$ cat config.mk
export PLATFORM = sky130hd
export DESIGN_NAME = fwd_hazard_unit_flat
export DESIGN_NICKNAME = d
export VERILOG_FILES = /design/src/rtl/fwd_hazard_unit_if.sv /design/src/rtl/fwd_hazard_unit.sv /design/src/flat_wrapper.sv
export SDC_FILE = /design/constraint.sdc
export NUM_CORES = 1
export LEC_CHECK = 0
export ABC_AREA = 1
export CAP_MARGIN = 10
export CORE_ASPECT_RATIO = 0.9
export CORE_MARGIN = 3
export CORE_UTILIZATION = 37
export DETAILED_ROUTE_END_ITERATION = 10
export PLACE_DENSITY = 0.83
export SLEW_MARGIN = 20
export SYNTH_ARGS = -nofsm -noshare
export SYNTH_HDL_FRONTEND = slang
export SYNTH_SLANG_ARGS = --single-unit
$ cat constraint.sdc
create_clock -name clk -period 1.4 [get_ports clk]
set_clock_uncertainty 0.15 [all_clocks]
set_input_delay 0.14 -clock clk [delete_from_list [all_inputs] [get_ports clk]]
set_output_delay 0.14 -clock clk [all_outputs]
set_load 0.01 [all_outputs]
$ cat src/rtl/fwd_hazard_unit_if.sv
// Forwarding / hazard handshake bundle between pipeline control and fwd_hazard_unit.
// master = pipeline side, slave = hazard unit.
interface fwd_hazard_unit_if #(
  parameter int REG_AW = 5,
  parameter int SELW   = 2
);
  logic [REG_AW-1:0] id_rs;
  logic [REG_AW-1:0] id_rt;
  logic              id_valid;
  logic [REG_AW-1:0] ex_rs;
  logic [REG_AW-1:0] ex_rt;
  logic [REG_AW-1:0] ex_rd;
  logic              ex_regwrite;
  logic              ex_memread;
  logic              flush;
  logic [SELW-1:0]   forward_a;
  logic [SELW-1:0]   forward_b;
  logic              stall;
  logic              bubble;
  logic [31:0]       stall_count;

  modport master (
    output id_rs, id_rt, id_valid,
    output ex_rs, ex_rt, ex_rd,
    output ex_regwrite, ex_memread, flush,
    input  forward_a, forward_b,
    input  stall, bubble, stall_count
  );

  modport slave (
    input  id_rs, id_rt, id_valid,
    input  ex_rs, ex_rt, ex_rd,
    input  ex_regwrite, ex_memread, flush,
    output forward_a, forward_b,
    output stall, bubble, stall_count
  );
endinterface

$ cat src/rtl/fwd_hazard_unit.sv
// Forwarding select and multi-cycle load-use stall unit with shadow pipeline.
// Optional stall statistics counter: define HAZARD_STATS_EN.
module fwd_hazard_unit #(
  parameter int REG_AW   = 5,
  parameter int DEPTH    = 2,
  parameter int LOAD_LAT = 1,
  parameter int SELW     = $clog2(DEPTH+1)
) (
  input  logic clk,
  input  logic rst,
  fwd_hazard_unit_if.slave bus
);
  localparam int CW = $clog2(LOAD_LAT+1);

  typedef struct packed {
    logic [REG_AW-1:0] rd;
    logic              wr;
    logic              ld;
  } ent_t;

  typedef enum logic {IDLE, STALL} state_t;

  ent_t            sh [1:DEPTH];
  logic [CW-1:0]   cnt;
  logic [CW-1:0]   cnt_nxt;
  state_t          state;
  logic            detect;
  logic            stall_w;
  logic [SELW-1:0] fa;
  logic [SELW-1:0] fb;

  // Shift is unconditional: a stall injects a bubble into EX.
  always_ff @(posedge clk or posedge rst) begin
    if (rst) begin
      for (int k = 1; k <= DEPTH; k++)
        sh[k] <= '0;
    end else begin
      sh[1] <= '{bus.ex_rd, bus.ex_regwrite,
                 bus.ex_memread};
      for (int k = 2; k <= DEPTH; k++)
        sh[k] <= sh[k-1];
    end
  end

  // Scan oldest to youngest so the youngest match wins.
  always_comb begin
    fa = '0;
    fb = '0;
    for (int k = DEPTH; k >= 1; k--) begin
      if (sh[k].wr && sh[k].rd != '0 &&
          (!sh[k].ld || k >= LOAD_LAT+1)) begin
        if (sh[k].rd == bus.ex_rs) fa = SELW'(k);
        if (sh[k].rd == bus.ex_rt) fb = SELW'(k);
      end
    end
  end

  assign detect = bus.id_valid
               && bus.ex_memread
               && bus.ex_regwrite
               && bus.ex_rd != '0
               && (bus.ex_rd == bus.id_rs
                || bus.ex_rd == bus.id_rt);

  assign state = (cnt != '0) ? STALL : IDLE;

  assign stall_w = !bus.flush
                && (state == STALL || detect);

  always_comb begin
    cnt_nxt = '0;
    priority case (1'b1)
      bus.flush:        cnt_nxt = '0;
      (state == STALL): cnt_nxt = cnt - CW'(1);
      detect:           cnt_nxt = CW'(LOAD_LAT-1);
      default:          cnt_nxt = '0;
    endcase
  end

  always_ff @(posedge clk or posedge rst) begin
    if (rst) cnt <= '0;
    else     cnt <= cnt_nxt;
  end

`ifdef HAZARD_STATS_EN
  logic [31:0] scnt;

  always_ff @(posedge clk or posedge rst) begin
    if (rst)
      scnt <= '0;
    else if (stall_w && scnt != '1)
      scnt <= scnt + 32'd1;
  end

  assign bus.stall_count = scnt;
`else
  assign bus.stall_count = '0;
`endif

  assign bus.forward_a = fa;
  assign bus.forward_b = fb;
  assign bus.stall     = stall_w;
  assign bus.bubble    = stall_w;
endmodule
$ cat src/flat_wrapper.sv
// flat-port wrapper written by rule: the top's interface ports become plain ports
module fwd_hazard_unit_flat 
#(
  parameter int REG_AW   = 5,
  parameter int DEPTH    = 2,
  parameter int LOAD_LAT = 1,
  parameter int SELW     = $clog2(DEPTH+1)
)
  (clk, rst, bus_id_rs, bus_id_rt, bus_id_valid, bus_ex_rs, bus_ex_rt, bus_ex_rd, bus_ex_regwrite, bus_ex_memread, bus_flush, bus_forward_a, bus_forward_b, bus_stall, bus_bubble, bus_stall_count);
  fwd_hazard_unit_if #(.REG_AW(REG_AW), .SELW(SELW)) bus_i ();
  input  logic clk;
  input  logic rst;
  input wire logic [$bits(bus_i.id_rs)-1:0] bus_id_rs;
  input wire logic [$bits(bus_i.id_rt)-1:0] bus_id_rt;
  input wire logic [$bits(bus_i.id_valid)-1:0] bus_id_valid;
  input wire logic [$bits(bus_i.ex_rs)-1:0] bus_ex_rs;
  input wire logic [$bits(bus_i.ex_rt)-1:0] bus_ex_rt;
  input wire logic [$bits(bus_i.ex_rd)-1:0] bus_ex_rd;
  input wire logic [$bits(bus_i.ex_regwrite)-1:0] bus_ex_regwrite;
  input wire logic [$bits(bus_i.ex_memread)-1:0] bus_ex_memread;
  input wire logic [$bits(bus_i.flush)-1:0] bus_flush;
  output wire logic [$bits(bus_i.forward_a)-1:0] bus_forward_a;
  output wire logic [$bits(bus_i.forward_b)-1:0] bus_forward_b;
  output wire logic [$bits(bus_i.stall)-1:0] bus_stall;
  output wire logic [$bits(bus_i.bubble)-1:0] bus_bubble;
  output wire logic [$bits(bus_i.stall_count)-1:0] bus_stall_count;
  assign bus_i.id_rs = bus_id_rs;
  assign bus_i.id_rt = bus_id_rt;
  assign bus_i.id_valid = bus_id_valid;
  assign bus_i.ex_rs = bus_ex_rs;
  assign bus_i.ex_rt = bus_ex_rt;
  assign bus_i.ex_rd = bus_ex_rd;
  assign bus_i.ex_regwrite = bus_ex_regwrite;
  assign bus_i.ex_memread = bus_ex_memread;
  assign bus_i.flush = bus_flush;
  assign bus_forward_a = bus_i.forward_a;
  assign bus_forward_b = bus_i.forward_b;
  assign bus_stall = bus_i.stall;
  assign bus_bubble = bus_i.bubble;
  assign bus_stall_count = bus_i.stall_count;
  fwd_hazard_unit #(.REG_AW(REG_AW), .DEPTH(DEPTH), .LOAD_LAT(LOAD_LAT), .SELW(SELW)) u_core (.clk(clk), .rst(rst), .bus(bus_i));
endmodule
* Word level (Yosys, flattened, before mapping) *
Cells that the tools add are included.

storage, ports and cells
  flip-flop bits (word level) = 14
  bits in latches = 0
  RAM bits = 0
  ROM bits = 0
  output and inout bits = 38
  word-level logic and storage cells = 39
  memories = 0

cells by class
  add/subtract/negate cells = 1
  multiply operators = 0
  div/mod/pow operators = 0
  magnitude comparators = 0
  eq/ne operators = 6
  shifts and indexed selects = 0
  multiplexer cells = 11
  bitwise logic cells = 0
  reduce and logical (&&, ||, !) cells = 15

operator list
  operator                                  count
  5-bit == test                             6
  2-bit 2-to-1 mux                          8
  5-bit nonzero test                        3
  1-bit logical AND                         8
  1-bit 2-to-1 mux                          3
  1-bit zero test                           2
  1-bit logical OR                          2
  1-bit subtractor (second input constant)  1

* Logic depth before layout (Yosys ltp) *
Gate-level depths: netlist of the first run.

  depth after elaboration = 6
  gate-level depth with buffers = 7
  depth with buffers taken out = 7

* Worst setup path after synthesis of the first run *
OpenSTA, ideal clock, no wires.

  path kind = reg-to-output
  from = register u_core.sh[9] in the netlist's numbering
  to = output bus_forward_a[1]
  data arrival time = 0.978 ns
  required time = 1.110 ns
  slack = 0.132 ns
  cell stages (with the launch flop) = 7
  buffers on the path = 0
  path through = dfrtp_1 > nor2_1 > nor2_1 > nor2_1 > nand3_1 > nor2_1 > nor2_1

on the way
  longest elaborated chain between the ends = 4

ends and longest elaborated chain
  item                               RTL line               text
  from (decl)                        fwd_hazard_unit.sv:23  ent_t sh [1:DEPTH];
  from (signal, indexed assignment)  fwd_hazard_unit.sv:41  sh[k] <= sh[k-1];
  5-bit nonzero test                 fwd_hazard_unit.sv:50  if (sh[k].wr && sh[k].rd != '0 &&
  1-bit logical AND (2 in series)    fwd_hazard_unit.sv:50
  2-bit 2-to-1 mux *                 fwd_hazard_unit.sv:50
  to (decl)                          flat_wrapper.sv:22     output wire logic [$bits(bus_i.forward_a)-1:0] bus_forward_a;

Every way passes the cells marked *; elsewhere a longest branch is shown, timed or not.

* Worst setup path in the final report of the first run *
  from = input bus_ex_rs[2]
  to = output bus_forward_a[1]

on the way
  longest elaborated chain between the ends = 5

ends and longest elaborated chain
  item                RTL line               text
  from (decl)         flat_wrapper.sv:16     input wire logic [$bits(bus_i.ex_rs)-1:0] bus_ex_rs;
  5-bit == test       fwd_hazard_unit.sv:52  if (sh[k].rd == bus.ex_rs) fa = SELW'(k);
  2-bit 2-to-1 mux    fwd_hazard_unit.sv:52
  2-bit 2-to-1 mux    fwd_hazard_unit.sv:50
  2-bit 2-to-1 mux    fwd_hazard_unit.sv:52
  2-bit 2-to-1 mux *  fwd_hazard_unit.sv:50

Marked as above.

==> reports/qor.yml, run 1 <==
synth-xor-area-share_pct: 11.5
swShare_pct: 29.7
layout_worst_path_cycle_share_pct: 117
routabilityCongestion: 0.810
yosys.area_share.simple_pct: 28.8
syn_area_sq_mm: 0.00114
area_growth_syn_to_layout_pct: 31.5
num_vias: 1018
synth_top_area_cell: "dfrtp_1"
powerDensity_mw_per_mm2: 611
required_ns: 1.11
status: "complete, but fails checks"
reg.largest.list: "u_core.sh x13"
finalPower_uw: 916
synth_adder_area_share_pct: 0
setup_viol: 4
timing.final.crit_period_ns: 1.64
drt_iter0_drc: 27
die_x_microns: 64.5
grt_max_degree: 14
violations: "setup timing"
cellLeakagePower_uw: 0.000865
die_y_microns: 58.6
cts-root-buf: "clkbuf_4"
drv_cap: 0
drt_drc_violations_left: 0
port_buffers: 36
stdcell_count: 260
nNetsFinal: 252
p_sw_uw: 272
yosysSeqAreaShare_pct: 28.6
fmax_ghz: 0.608
vdd_drop_max_mv: 0.271
hpwl_microns: 1870
combPwrFrac_pct: 31.4
ys_warn_count: 0
critical_path_peak_fanout: 3
syn_inst: 171
p_int_uw: 643
arrival_ns: 1.35
grt_pass1_vias: 899
grt_setup_unrepaired: "yes"
cts_max_level: 1
hold_class: "primary input to async pin"
synth-compound-area-share_pct: 0.440
synth_area_leaders: "dfrtp_1 (29%), buf_4 (22%), nand2_1 (16%)"
cp-start-kind: "primary input"
p_clk_share_pct: 23.3
ys_types: 13
routedWlPerCell_microns: 8.88
synth.avg_cell_area_sq_um: 6.66
slew_violations: 0
antenna_found_initial: 0
fillCellCount: 317
drtPass1Iterations: 6
setup_tns_ns: -0.803
overflow: 0
synth.most_common_cell: "nand2_1"
clockBufferDepth: 2
insertion_delay_ns: 0.26
dpl_cell_area_sq_mm: 0.00145
route.antenna.remaining_nets: 0
antennaDiodeCount: 0
core_sq_mm: 0.00284
ys_top_cells_by_count: "nand2_1 (50), buf_4 (33), inv_1 (25)"
top_register: "u_core.sh"
path_class: "primary input to primary output"
die-area_sq_mm: 0.00378
grt_usage_pct: 12.1
largest_reg_flops: 13
hold_slack_ns: 0.0226
cp-end-kind: "primary output"
cts_tree: "done"
grt_pass1_wl_microns: 3570
num_io_pins: 69
fin_ws_ns: -0.244
async_flop_share_pct: 100
dpl.cell_count: 249
final_hold_viol_count: 0
synth-seq-cells: 13
synth_edf_count: 0
clkSinkCount: 13
viasPerCell: 3.92
routed_wl_microns: 2310
drive_gt1_share_pct: 13.2
power_frac_seq_pct: 45.4
finalInstanceArea_sq_mm: 0.00150
ys.flop_type: "dfrtp_1"
yosysTopAreaCellShare_pct: 28.6
synth_mux_area_share_pct: 0
synth_top_family_by_area: "buffers and inverters"
clk_pin_slew_ns: 0.07
start_util_pct: 40.1
numCtsBuffers: 3
fp-row-count: 18
per-layer routing:
layer | wire, microns | up-vias | track usage, % | part of all wire, %
li1 | - | 537 | - | -
met1 | 983 | 435 | 14.4 | 43
met2 | 1090 | 44 | 20.4 | 47
met3 | 197 | 2 | 1.91 | 8.5
met4 | 42 | 0 | 8.13 | 1.8
met5 | 0 | - | 0 | 0
worst max-delay path: stages:
cell             delay, ns
clkdlybuf4s50_1       0.53
inv_1                 0.06
nand2_1               0.06
nand2_1               0.05
nor2_1                0.12
nand3_1               0.08
nor2_1                0.12
nor2_1                0.05
buf_2                 0.13
final timing paths:
kind / cells past startpoint / startpoint / slack (ns) / endpoint
max: 9 / bus_ex_rs[2] / -0.24 / bus_forward_a[1]
min: 2 / rst / 0.02 / u_core.sh[12]
max reg2reg: 1 / u_core.sh[12] / 0.58 / u_core.sh[5]
min reg2reg: 0 / u_core.sh[8] / 0.23 / u_core.sh[1]
max in group asynchronous: 2 / rst / 0.75 / u_core.sh[10]
min in group clk: 0 / u_core.sh[8] / 0.23 / u_core.sh[1]
cells in the final DEF (no fill, tap or decap), types with 2 or more instances in the layout:
cell type / Yosys / layout
buf_4: 33 / 5
xor2_1: 3 / 3
clkdlybuf4s50_1: 0 / 13
inv_2: 1 / 3
conb_1: 1 / 32
nand4_1: 3 / 3
buf_2: 0 / 6
nand2_2: 0 / 3
clkbuf_2: 0 / 5
dlygate4sd3_1: 0 / 6
dlygate4sd2_1: 0 / 11
inv_1: 25 / 23
nor2_1: 23 / 22
nand3_1: 4 / 4
clkbuf_4: 0 / 3
nand3b_1: 2 / 2
xnor2_1: 12 / 11
nand2_1: 50 / 47
dfrtp_1: 13 / 12
repair_timing:
| action | CTS | global route |
|---|---|---|
| buffers inserted | 0 | 1 |
| resized for setup | 46 | 14 |
| hold endpoints to repair | 1 | 5 |
| hold buffers | 1 | 5 |
| setup endpoints to repair | 6 | 6 |
| pin swaps | 14 | 6 |
power by group through the flow:
| stage | Clock [uW] | Sequential [uW] | Combinational, uW |
|---|---|---|---|
| 5_1_grt | 240 | 418 | 323 |
| 3_3_place_gp | 0 | 420 | 280 |
| 3_5_place_dp | 0 | 422 | 284 |
| 2_1_floorplan | 0 | 416 | 219 |
| 4_1_cts | 221 | 415 | 274 |
| 6_report | 213 | 415 | 287 |
cell families (layout without fill, tap and decap cells):
| group | count (synthesis) | count (layout) |
|---|---|---|
| AND/OR/NAND/NOR | 82 | 82 |
| flip-flops | 13 | 13 |
| XOR/XNOR | 15 | 15 |
| buffers and inverters | 59 | 77 |
| other | 1 | 32 |
| AO/OA/AOI/OAI | 1 | 1 |
final cells by class:
type	count	area [sq um]	share of cell area, %
repair buffers	47	392	26.1
inverters	26	97.6	6.52
multi-input cells	130	606	40.4
well taps	40	50.0	3.34
flip-flops and latches	13	327	21.8
clock buffers	4	26.3	1.75
through the flow:
step                      worst slack (ns)  util [%]
final                               -0.244      52.8
after global routing                -0.334      52.8
after detailed placement            -0.695      51.0
after floorplan                      0.132         -
after CTS                           -0.269      51.1
after global placement              -0.699      51.0
(Power assumes the default switching activity.)
==> inputs of run 2 (changes only) <==
Settings changed: CELL_PAD_IN_SITES_DETAIL_PLACEMENT from default to 0, CELL_PAD_IN_SITES_GLOBAL_PLACEMENT from default to 2, CORE_UTILIZATION 37 to 18.
==> reports/qor.yml, run 2 (synthesis gave the netlist of run 1 again) <==
clk_pin_slew_ns: 0.05  # -0.02 ns
most-common-layout-cells: "nand2_1 (47), conb_1 (32), inv_1 (22)"
numCtsBuffers: 3  # unchanged
reg.largest.list: "u_core.sh x13"
violations: "setup timing"
dpl.cell_count: 295  # +18%
cts_max_level: 1  # unchanged
whs_path_depth: 2
cellLeakagePower_uw: 0.000889  # +2.8%
clkSinkCount: 13  # unchanged
powerDensity_mw_per_mm2: 648  # +6.0%
drt_iter0_drc: 15  # -44%
hold_class: "primary input to flop"
timing.final.crit_period_ns: 1.61  # -0.0296 ns
top_register: "u_core.sh"
largest_reg_flops: 13  # unchanged
r2r_cells: 0  # -1
slew_violations: 0  # unchanged
cp-start-kind: "flop"
die_y_microns: 81.5  # +39%
nNetsFinal: 249  # -1.2%
grt_pass1_vias: 912  # +1.4%
layout_commonest_cell: "nand2_1"
cts-root-buf: "clkbuf_8"
drtPass1Iterations: 4  # -2
whs_endpoint: "u_core.sh[10]"
area_growth_syn_to_layout_pct: 38.0
grt_max_degree: 14  # unchanged
grt_setup_unrepaired: "yes"
route.antenna.remaining_nets: 0  # unchanged
fmax_ghz: 0.619  # +1.8%
core_sq_mm: 0.00589  # +110%
grt_usage_pct: 7.06  # -5.1 points
num_vias: 983  # -3.4%
r2r-end: "u_core.sh[3]"
antenna_found_initial: 0  # unchanged
routabilityCongestion: 0.751  # -7.3%
routed_wl_microns: 2670  # +16%
setup_viol: 4  # unchanged
r2r-start: "u_core.sh[10]"
insertion_delay_ns: 0.23  # -0.03 ns
vdd_drop_max_mv: 0.327  # +21%
required_ns: 1.11  # about the same
drv_cap: 0  # unchanged
clockBufferDepth: 2  # unchanged
layout_worst_path_cycle_share_pct: 115  # -2.1 points
fin_ws_ns: -0.214  # +0.0296 ns
final_hold_viol_count: 0  # unchanged
num_io_pins: 69  # unchanged
status: "complete, but fails checks"
arrival_ns: 1.32  # -0.03 ns
port_buffers: 36  # unchanged
hpwl_microns: 2260  # +21%
setup_tns_ns: -0.678  # +0.125 ns
r2r_setup_slack_ns: 0.68  # +0.10 ns
drt_drc_violations_left: 0  # unchanged
grt_pass1_wl_microns: 4070  # +14%
viasPerCell: 3.27  # -17%
fp-row-count: 26  # +8
die_x_microns: 89.8  # +39%
cts_tree: "done"
start_util_pct: 19.3  # -21 points
critical_path_peak_fanout: 4  # +1
hp-start: "bus_ex_rd[1]"
die-area_sq_mm: 0.00732  # +94%
drive_gt1_share_pct: 19.4  # +6.2 points
routedWlPerCell_microns: 8.87  # -0.12%
path_class: "flop to primary output"
antennaDiodeCount: 0  # unchanged
stdcell_count: 301  # +16%
overflow: 0  # unchanged
cp-end-kind: "primary output"
## run 2: cell count changes in the layout (fill, tap and decap cells not counted), moves of 2 or more
cell             delta
dlygate4sd3_1       -5
buf_2               +2
nor2_1              -7
dfrtp_1             -2
dlymetal6s2s_1      +3
clkbuf_2            -2
dfrtp_2             +2
nor2_2              +7
clkbuf_8            +3
clkbuf_4            -3
clkdlybuf4s50_1     -5
## run 2: critical path: stages, from the launching register on
cell     delay [ns]
dfrtp_2        0.43
buf_6          0.12
nand2_2        0.05
nand2_2        0.04
nor2_2         0.08
nand3_1        0.08
nor2_2         0.11
nor2_1         0.05
buf_2          0.13
## run 2: where the power goes
| part | switching (uW) | leakage [uW] | internal [uW] |
|---|---|---|---|
| Sequential | 21.3 | 0.000148 | 397 |
| Combinational | 157 | 0.000718 | 133 |
| Clock | 111 | 0.0000228 | 199 |
## run 2: how the worst max path moves through the flow
stage	end	depth (start not counted)	startpoint	slack (ns)
after global routing	bus_forward_a[1]	7	u_core.sh[2]	-0.33
after global placement	bus_bubble	8	bus_ex_rd[3]	-0.79
after floorplan	bus_forward_a[1]	6	u_core.sh[9]	0.13
after CTS	bus_forward_a[1]	8	u_core.sh[12]	-0.29
after detailed placement	bus_bubble	8	bus_ex_rd[3]	-0.81
final	bus_forward_a[1]	8	u_core.sh[12]	-0.21
## run 2: final cells by class
class,count,area (sq um)
well taps,84,105
multi-input cells,130,628
clock buffers,4,45.0
repair buffers,44,367
flip-flops and latches,13,329
fillers,668,4320
inverters,26,97.6
## run 2: repair_timing
item / in CTS / in global routing
pin swaps: 21 / 15
endpoints found under the setup margin: 6 / 6
setup buffers: 1 / 0
resized for setup: 60 / 20
hold buffers: 0 / 1
cloned: 0 / 0
endpoints found under the hold margin: 0 / 1
## run 2: per-stage QoR
step / setup WS, ns / utilization (%) / hold WS, ns / cell area [sq um] / power [uW]
6_report: -0.214 / 26.7 / 0.0115 / 1570 / 1020
5_1_grt: -0.331 / 26.7 / 0.0201 / 1570 / 1090
4_1_cts: -0.295 / 26.2 / 0.0269 / 1540 / 1030
3_5_place_dp: -0.814 / 25.8 / 0.220 / 1520 / 716
3_3_place_gp: -0.792 / 25.8 / 0.219 / 1520 / 716
2_1_floorplan: 0.132 / - / -0.133 / 1250 / 635
## run 2: layer usage
layer  part of all wire (%)  vias to the layer above  GRT usage (%)
met5                      0                        -              0
met4                    1.8                        0           4.59
met3                    8.5                        2           1.56
met2                     44                       42           10.8
met1                     46                      414           9.08
li1                       -                      525              -
==> inputs of run 3 (changes only) <==
Settings changed: SLEW_MARGIN 20 to 40.
==> results of run 3 <==
Same layout as run 2: the final DEF is identical, and so are final timing and power.
